===== config.mk =====
export PLATFORM = sky130hd
export DESIGN_NAME = alien_fire_controller
export DESIGN_NICKNAME = d
export VERILOG_FILES = /design/src/rtl/alien_fire_controller.sv
export SDC_FILE = /design/constraint.sdc
export NUM_CORES = 1
export LEC_CHECK = 0
export CORE_MARGIN = 10
export CORE_UTILIZATION = 35
export DETAILED_ROUTE_END_ITERATION = 12
export GPL_ROUTABILITY_DRIVEN = 1
export GPL_TIMING_DRIVEN = 0
export PLACE_DENSITY = 0.67
export SLEW_MARGIN = 40
export SYNTH_ARGS = -nofsm -noshare
export SYNTH_HDL_FRONTEND = slang
export SYNTH_SLANG_ARGS = --single-unit

===== constraint.sdc =====
create_clock -name clk -period 6.1 [get_ports clk]
set_clock_uncertainty 0.2 [all_clocks]
set_input_delay 0.915 -clock clk [delete_from_list [all_inputs] [get_ports clk]]
set_output_delay 0.915 -clock clk [all_outputs]
set_load 0.03 [all_outputs]

===== src/rtl/alien_fire_controller.sv =====
// Alien fire controller: picks an armed alien (random start column, one column
// probed per cycle), computes its muzzle position and offers the shot to the
// bullet block over a valid/ready handshake, paced by a cooldown counter.
module alien_fire_controller #(
    parameter int unsigned NUM_ROWS        = 3,
    parameter int unsigned NUM_COLUMNS     = 5,
    parameter int unsigned ALIEN_SPACING_X = 64,
    parameter int unsigned ALIEN_SPACING_Y = 32,
    parameter int unsigned START_X         = 100,
    parameter int unsigned START_Y         = 50,
    parameter int unsigned ALIEN_WIDTH     = 32,
    parameter int unsigned ALIEN_HEIGHT    = 16,
    parameter int unsigned FIRE_COOLDOWN   = 3000,
    parameter logic [15:0] LFSR_SEED       = 16'hACE1
) (
    input  logic                                  clk,
    input  logic                                  rst,
    input  logic                                  enable,
    input  logic [NUM_ROWS-1:0][NUM_COLUMNS-1:0]  armed_matrix,
    input  logic [15:0]                           offset_x,
    input  logic [15:0]                           offset_y,
    input  logic                                  shot_ready,
    output logic                                  shot_valid,
    output logic [15:0]                           shot_x,
    output logic [15:0]                           shot_y,
    output logic [15:0]                           shot_row,
    output logic [15:0]                           shot_column
);

    localparam int unsigned COL_W = (NUM_COLUMNS > 1) ? $clog2(NUM_COLUMNS) : 1;
    localparam int unsigned ROW_W = (NUM_ROWS > 1) ? $clog2(NUM_ROWS) : 1;
    localparam logic [31:0] COOL_RELOAD = (FIRE_COOLDOWN == 0) ? 32'd1 : 32'(FIRE_COOLDOWN);
    localparam logic [COL_W-1:0] LAST_COL = COL_W'(NUM_COLUMNS - 1);
    localparam logic [15:0] LFSR_MASK = 16'hB400;

    typedef enum logic [1:0] {
        S_IDLE   = 2'd0,
        S_SELECT = 2'd1,
        S_SCAN   = 2'd2,
        S_ISSUE  = 2'd3
    } state_t;

    state_t            state;
    state_t            state_nxt;
    logic [31:0]       cooldown;
    logic [31:0]       cooldown_nxt;
    logic [15:0]       lfsr;
    logic [15:0]       lfsr_nxt;
    logic [COL_W-1:0]  cur_col;
    logic [COL_W-1:0]  cur_col_nxt;
    logic [COL_W-1:0]  start_col;
    logic [COL_W-1:0]  probes;
    logic [COL_W-1:0]  probes_nxt;
    logic              col_hit;
    logic [ROW_W-1:0]  hit_row;
    logic [15:0]       muzzle_x;
    logic [15:0]       muzzle_y;
    logic              valid_nxt;
    logic              load_shot;

    // Galois LFSR step and random search start column
    assign lfsr_nxt  = (lfsr >> 1) ^ (lfsr[0] ? LFSR_MASK : 16'h0000);
    assign start_col = COL_W'(32'(lfsr[7:0]) % NUM_COLUMNS);

    // Highest-index armed row in the column currently probed
    always_comb begin
        col_hit = 1'b0;
        hit_row = '0;
        for (int unsigned r = 0; r < NUM_ROWS; r++) begin
            if (armed_matrix[r][cur_col]) begin
                col_hit = 1'b1;
                hit_row = ROW_W'(r);
            end
        end
    end

    // Muzzle coordinates of the candidate alien, modulo 2^16
    assign muzzle_x = 16'(START_X) + 16'(16'(cur_col) * 16'(ALIEN_SPACING_X))
                    + offset_x + 16'(ALIEN_WIDTH / 2);
    assign muzzle_y = 16'(START_Y) + 16'(16'(hit_row) * 16'(ALIEN_SPACING_Y))
                    + offset_y + 16'(ALIEN_HEIGHT);

    // State register
    always_ff @(posedge clk) begin
        if (rst) state <= S_IDLE;
        else     state <= state_nxt;
    end

    // Next-state logic
    always_comb begin
        state_nxt = state;
        case (state)
            S_IDLE:   if (enable && cooldown == 32'd0) state_nxt = S_SELECT;
            S_SELECT: state_nxt = S_SCAN;
            S_SCAN: begin
                if (!enable)               state_nxt = S_IDLE;
                else if (col_hit)          state_nxt = S_ISSUE;
                else if (probes == LAST_COL) state_nxt = S_IDLE;
            end
            S_ISSUE:  if (shot_ready) state_nxt = S_IDLE;
            default:  state_nxt = S_IDLE;
        endcase
    end

    // Control outputs: next values for the counters and the shot register
    always_comb begin
        cooldown_nxt = cooldown;
        cur_col_nxt  = cur_col;
        probes_nxt   = probes;
        valid_nxt    = shot_valid;
        load_shot    = 1'b0;
        case (state)
            S_IDLE: begin
                if (enable && cooldown != 32'd0) cooldown_nxt = cooldown - 32'd1;
            end
            S_SELECT: begin
                cur_col_nxt = start_col;
                probes_nxt  = '0;
            end
            S_SCAN: begin
                if (!enable) begin
                    cooldown_nxt = 32'd0;
                end else if (col_hit) begin
                    load_shot = 1'b1;
                    valid_nxt = 1'b1;
                end else if (probes == LAST_COL) begin
                    cooldown_nxt = COOL_RELOAD;
                end else begin
                    cur_col_nxt = (cur_col == LAST_COL) ? '0 : cur_col + COL_W'(1);
                    probes_nxt  = probes + COL_W'(1);
                end
            end
            S_ISSUE: begin
                if (shot_ready) begin
                    valid_nxt    = 1'b0;
                    cooldown_nxt = COOL_RELOAD;
                end
            end
            default: valid_nxt = 1'b0;
        endcase
    end

    // Datapath and output registers
    always_ff @(posedge clk) begin
        if (rst) begin
            cooldown    <= COOL_RELOAD;
            lfsr        <= LFSR_SEED;
            cur_col     <= '0;
            probes      <= '0;
            shot_valid  <= 1'b0;
            shot_x      <= '0;
            shot_y      <= '0;
            shot_row    <= '0;
            shot_column <= '0;
        end else begin
            cooldown   <= cooldown_nxt;
            lfsr       <= lfsr_nxt;
            cur_col    <= cur_col_nxt;
            probes     <= probes_nxt;
            shot_valid <= valid_nxt;
            if (load_shot) begin
                shot_x      <= muzzle_x;
                shot_y      <= muzzle_y;
                shot_row    <= 16'(hit_row);
                shot_column <= 16'(cur_col);
            end
        end
    end

endmodule


; ---- Word level (Yosys, flattened, before mapping)
; Cells that the tools add are included.
[word_totals]
regBits = 94
inputBits = 51
output_inout_bits = 65
word_cells = 89
[op_classes]
n_addsub = 9
n_div = 1
n_lt_le_gt_ge = 1
eq_ne = 15
muxes = 40
bitwise = 1
reduce_logical = 12
[ops]
columns = op, count
row1 = 32-bit 2-to-1 mux, 5
row2 = 32-bit one-hot mux with 3 select lines, 1
row3 = "16-bit by 5-bit adder with 16-bit output, second input constant", 2
row4 = 32-bit zero test, 1
row5 = "8-bit by 3-bit remainder unit with 32-bit output, second input constant", 1
row6 = 32-bit nonzero test, 1
row7 = "32-bit by 1-bit subtractor with 32-bit output, second input constant", 1
row8 = 3-bit 2-to-1 mux, 7
row9 = 10-bit by 16-bit adder with 16-bit output, 1
row10 = 8-bit by 16-bit adder with 16-bit output, 1
row11 = 16-bit 2-to-1 mux, 1
row12 = 15-bit by 16-bit bitwise XOR with 16-bit output, 1
row13 = "2-bit != test, second input constant", 7
row14 = 1-bit 2-to-1 mux, 13
row15 = 2-bit 2-to-1 mux, 6
row16 = 3-bit one-hot mux with 2 select lines, 2
row17 = "7-bit by 9-bit adder with 10-bit output, first input constant", 1
row18 = 1-bit binary-select mux with 3-bit select, 3
row19 = "6-bit by 7-bit adder with 8-bit output, first input constant", 1
row20 = 2-bit one-hot mux with 4 select lines, 1
row21 = 4-bit AND reduction, 2
row22 = "3-bit by 1-bit adder with 3-bit output, second input constant", 2
row23 = "3-bit equality test, second input constant", 2
row24 = "3-bit != test, second input constant", 2
row25 = other kinds (11), 14

; ---- Logic depth before layout (Yosys ltp)
[logic_depth]
depth_word = 8
depth_mapped = 23
depth_no_buf = 21

; ---- Least setup slack after synthesis
; OpenSTA, ideal clock, no wires.
[synth_path]
path_kind = reg-to-reg
start = register lfsr[5]
end = register cur_col[0]
setup_ns = 0.120
arrival_ns = 4.929
required_ns = 5.780
path_slack_ns = 0.851
stages_incl_launch_ff = 23
path_buffers = 2
period_less_slack_ns = 5.249
path_cell_list = dfxtp_1 or2_1 buf_6 ha_1 buf_4 or2b_2 a32o_1 o31ai_1 nor2_1 nor2_1 nor2_1 ha_1 a21o_1 a211oi_2 o21ai_2 xnor2_1 ha_1 nor2b_1 a32oi_1 o21ai_1 a2111o_1 o2111a_1 a211o_1
[synth_via]
elab_chain_len = 2
[synth_lines]
columns = item, line
row1 = from (decl), 47  ; logic [15:0] lfsr;
row2 = from (signal assigned), 157  ; lfsr <= lfsr_nxt;
row3 = 8-bit by 3-bit remainder unit with 32-bit output, 63  ; assign start_col = COL_W'(32'(lfsr[7:0]) % NUM_COLUMNS);
row4 = 3-bit one-hot mux with 2 select lines, 112  ; case (state)
row5 = to (signal assigned), 158  ; cur_col <= cur_col_nxt;
row6 = to (decl), 49  ; logic [COL_W-1:0] cur_col;
; Every way passes these cells.
; A chain may end at the register's enable or synchronous reset.

; ---- Final worst setup path
; Ends and elaborated chain as after synthesis.

==> flow_summary.yaml <==
floorplanning:
  pin_count: 116
  dieWidth_um: 152
  dieArea_mm2: 0.0231
  start_util: 0.356
  num_rows: 48
  die_h_um: 152
  core_area_mm2: 0.0172
sta:
  rsz0062_at_grt: "no"
  slew_headroom: 0.495
  final_hold_viol_count: 0
  fmax_mhz: 175
  tightest_slew_ns: 0.750
  setup_viol: 0
  hold_ws_ns: 0.211
  period_needed_ns: 5.72
  tns_ns: 0
  finalMaxSlewViolations: 0
  fin_crit_sh: 0.937
critical_path:
  arrival_ns: 5.75
  crit_fanout: 10
  critPathSlowestCell: "o31ai_2"
  path_cells: "or2_1 -> buf_6 -> ha_1 -> buf_4 -> or2b_2 -> a32o_1 -> o31ai_2 -> nor2_1 -> nor2_1 -> nor2_1 -> ha_1 -> a21o_1 -> a211oi_2 -> o21ai_2 -> xnor2_1 -> ha_1 -> nor2b_1 -> a32oi_1 -> o21ai_1 -> a2111o_1 -> o2111a_1 -> a211o_1"
  worstSetupPathType: "reg2reg"
  crit_required_ns: 6.13
  crit_path_end_kind: "register"
  worst-r2r-setup-slack_ns: 0.38
  max_stage_delay_ns: 0.53
  cp-start-kind: "register"
finish:
  nets: 968
  drive_above_1_share: 0.103
  area_growth_pct: 26.0
  antenna_cells: 0
grt:
  antenna_found_initial: 0
  grt_pass1_wl_um: 26900
  grt_max_degree: 16
  grt_usage: 0.137
  grt.overflow.total: 0
  grt_pass1_vias: 5393
drt:
  wl_per_cell_um: 14.8
  dr.pass1.iters: 5
  ant_nets: 0
  wl_um: 16600
  drc: 0
  drtIter0Drc: 192
  vias: 5681
  vias_per_cell: 5.07
yosys:
  netlist_area_mm2: 0.00611
  ys_async_sr_fraction: 0
  synth_edf_count: 0
  synth_warnings: 0
  synth_flop_cell: "dfxtp_1"
  avgSynthCellArea_um2: 8.04
  post_synth_num_cell_types: 80
  ys_ff_latch: 94
  synthCells: 760
  seq_area_frac_synth: 0.308
placed_design:
  dp_hpwl_um: 12700
  gp_congestion: 0.878
  io_buffers: 88
clocking:
  postCtsSetupBuffers: 0
  cts_hold_buf: 0
  clk_path_buf_depth: 2
  clkLatencyLatePin_ns: 0.35
  htree_levels: 3
  ctsResizeCount: 0
  cts_buffers: 9
  path_clk_slew_ns: 0.07
  cts_tree: "built"
  clock-sinks: 94
  cts_root_buf: "clkbuf_16"
pwr:
  peakVddDrop_v: 0.000164
  leakage_nw: 2.97
  pwr_density_cell_mw_per_mm2: 208
outcome:
  outcome: "finished, final reports clean"
min_path:
  min_path_type: "reg2reg"
flow_run:
  cap_violations: 0
worst max-delay path: cells and delay by family, from the launching register on:
| kind | cells | cell delay (ns) |
|---|---|---|
| fa+ha+maj | 3 | 0.76 |
| simple gates | 6 | 1.20 |
| xor+xnor | 1 | 0.17 |
| flops | 1 | 0.34 |
| buf+inv | 2 | 0.31 |
| compound gates | 10 | 2.63 |
report_power, final:
part           internal (mW)  leakage (nW)  switching (mW)
logic                  0.175          2.06           0.224
registers              0.625         0.763         0.00919
clock network          0.317         0.143           0.248
total                   1.12          2.97           0.481
cells in the final DEF, fill, tap and decap left out, types with 21 or more instances in the layout:
cell,instances
nor2_1,74
nand3_1,22
nand2_1,86
ha_1,27
xnor2_1,33
a21oi_1,53
clkdlybuf4s50_1,88
buf_4,38
o21ai_0,25
a211oi_1,21
nor3_1,28
conb_1,27
dfxtp_1,94
inv_1,27
clkbuf_1,25
state kept, by name (all words and copies together) (netlist names):
register / count
shot_y: 16
state: 2
probes: 3
cooldown: 32
shot_row: 2
lfsr: 16
shot_x: 16
cur_col: 3
shot_valid: 1
shot_column: 3
stage by stage:
stage | power (mW) | cells | cell area (um2) | setup slack (ns) | utilization
5_1_grt | 1.67 | 1120 | 7700 | 0.0297 | 0.448
3_3_place_gp | 1.04 | 1099 | 7370 | 0.250 | 0.429
4_1_cts | 1.60 | 1115 | 7660 | 0.225 | 0.446
2_1_floorplan | 0.941 | 786 | 6210 | 0.851 | -
3_5_place_dp | 1.04 | 1099 | 7370 | 0.255 | 0.429
6_report | 1.60 | 1120 | 7700 | 0.383 | 0.448
final cells by class:
| type | instances | area, um2 |
|---|---|---|
| flip-flops and latches | 94 | 1880 |
| inverters | 27 | 101 |
| well taps | 225 | 282 |
| clock inverters | 6 | 61.3 |
| plain buffers | 66 | 409 |
| clock buffers | 10 | 229 |
| fillers | 1773 | 9480 |
| repair buffers | 93 | 916 |
| multi-input cells | 599 | 3820 |
path summary, 6_finish.rpt:
check,depth (start not counted),end,startpoint
worst max-delay path,22,cur_col[0]$_SDFFE_PP0P_,lfsr[5]$_SDFF_PP1_
worst min-delay path,1,lfsr[11]$_SDFF_PP1_,lfsr[12]$_SDFF_PP0_
worst max register to register,22,cur_col[0]$_SDFFE_PP0P_,lfsr[5]$_SDFF_PP1_
worst min register to register,1,lfsr[11]$_SDFF_PP1_,lfsr[12]$_SDFF_PP0_
cells in the mapped netlist, types with 4 or more instances:
cell / n / area, um2
or2_2: 6 / 37.5
xnor2_1: 33 / 289
nor3_1: 28 / 140
dfxtp_1: 94 / 1880
buf_6: 4 / 45.0
a21oi_1: 53 / 265
xor2_1: 18 / 158
and3_1: 8 / 50.1
nand4_1: 6 / 37.5
nand3_1: 22 / 110
nor2b_1: 13 / 81.3
nand2b_1: 12 / 75.1
nor3b_1: 6 / 45.0
o221ai_1: 7 / 61.3
o21ai_0: 25 / 125
or4_1: 4 / 30.0
a211oi_1: 21 / 158
nand2_1: 86 / 323
o21a_1: 6 / 45.0
or3_1: 9 / 56.3
ha_1: 27 / 338
nor2_1: 74 / 278
o211ai_1: 4 / 30.0
a31oi_1: 7 / 43.8
inv_1: 27 / 101
o31ai_1: 8 / 60.1
a21o_1: 4 / 30.0
buf_4: 34 / 255
clkbuf_1: 24 / 90.1
nor4_1: 8 / 50.1
cells by family after synthesis:
group / count (synthesis) / synth area share
XOR/XNOR: 53 / 0.0784
buffers and inverters: 93 / 0.0835
AND/OR/NAND/NOR: 309 / 0.260
adder cells (fa/ha/maj): 27 / 0.0553
flip-flops: 94 / 0.308
multiplexers: 6 / 0.0160
AO/OA/AOI/OAI: 177 / 0.199
other: 1 / 0.000614
metal layers:
layer	vias to the layer above	global-route usage	wire length, um
met4	0	0.0426	230
met3	18	0.0581	1570
li1	2908	-	-
met2	145	0.220	7440
met1	2610	0.162	7350
met5	-	0	0
(Power assumes the default switching activity.)
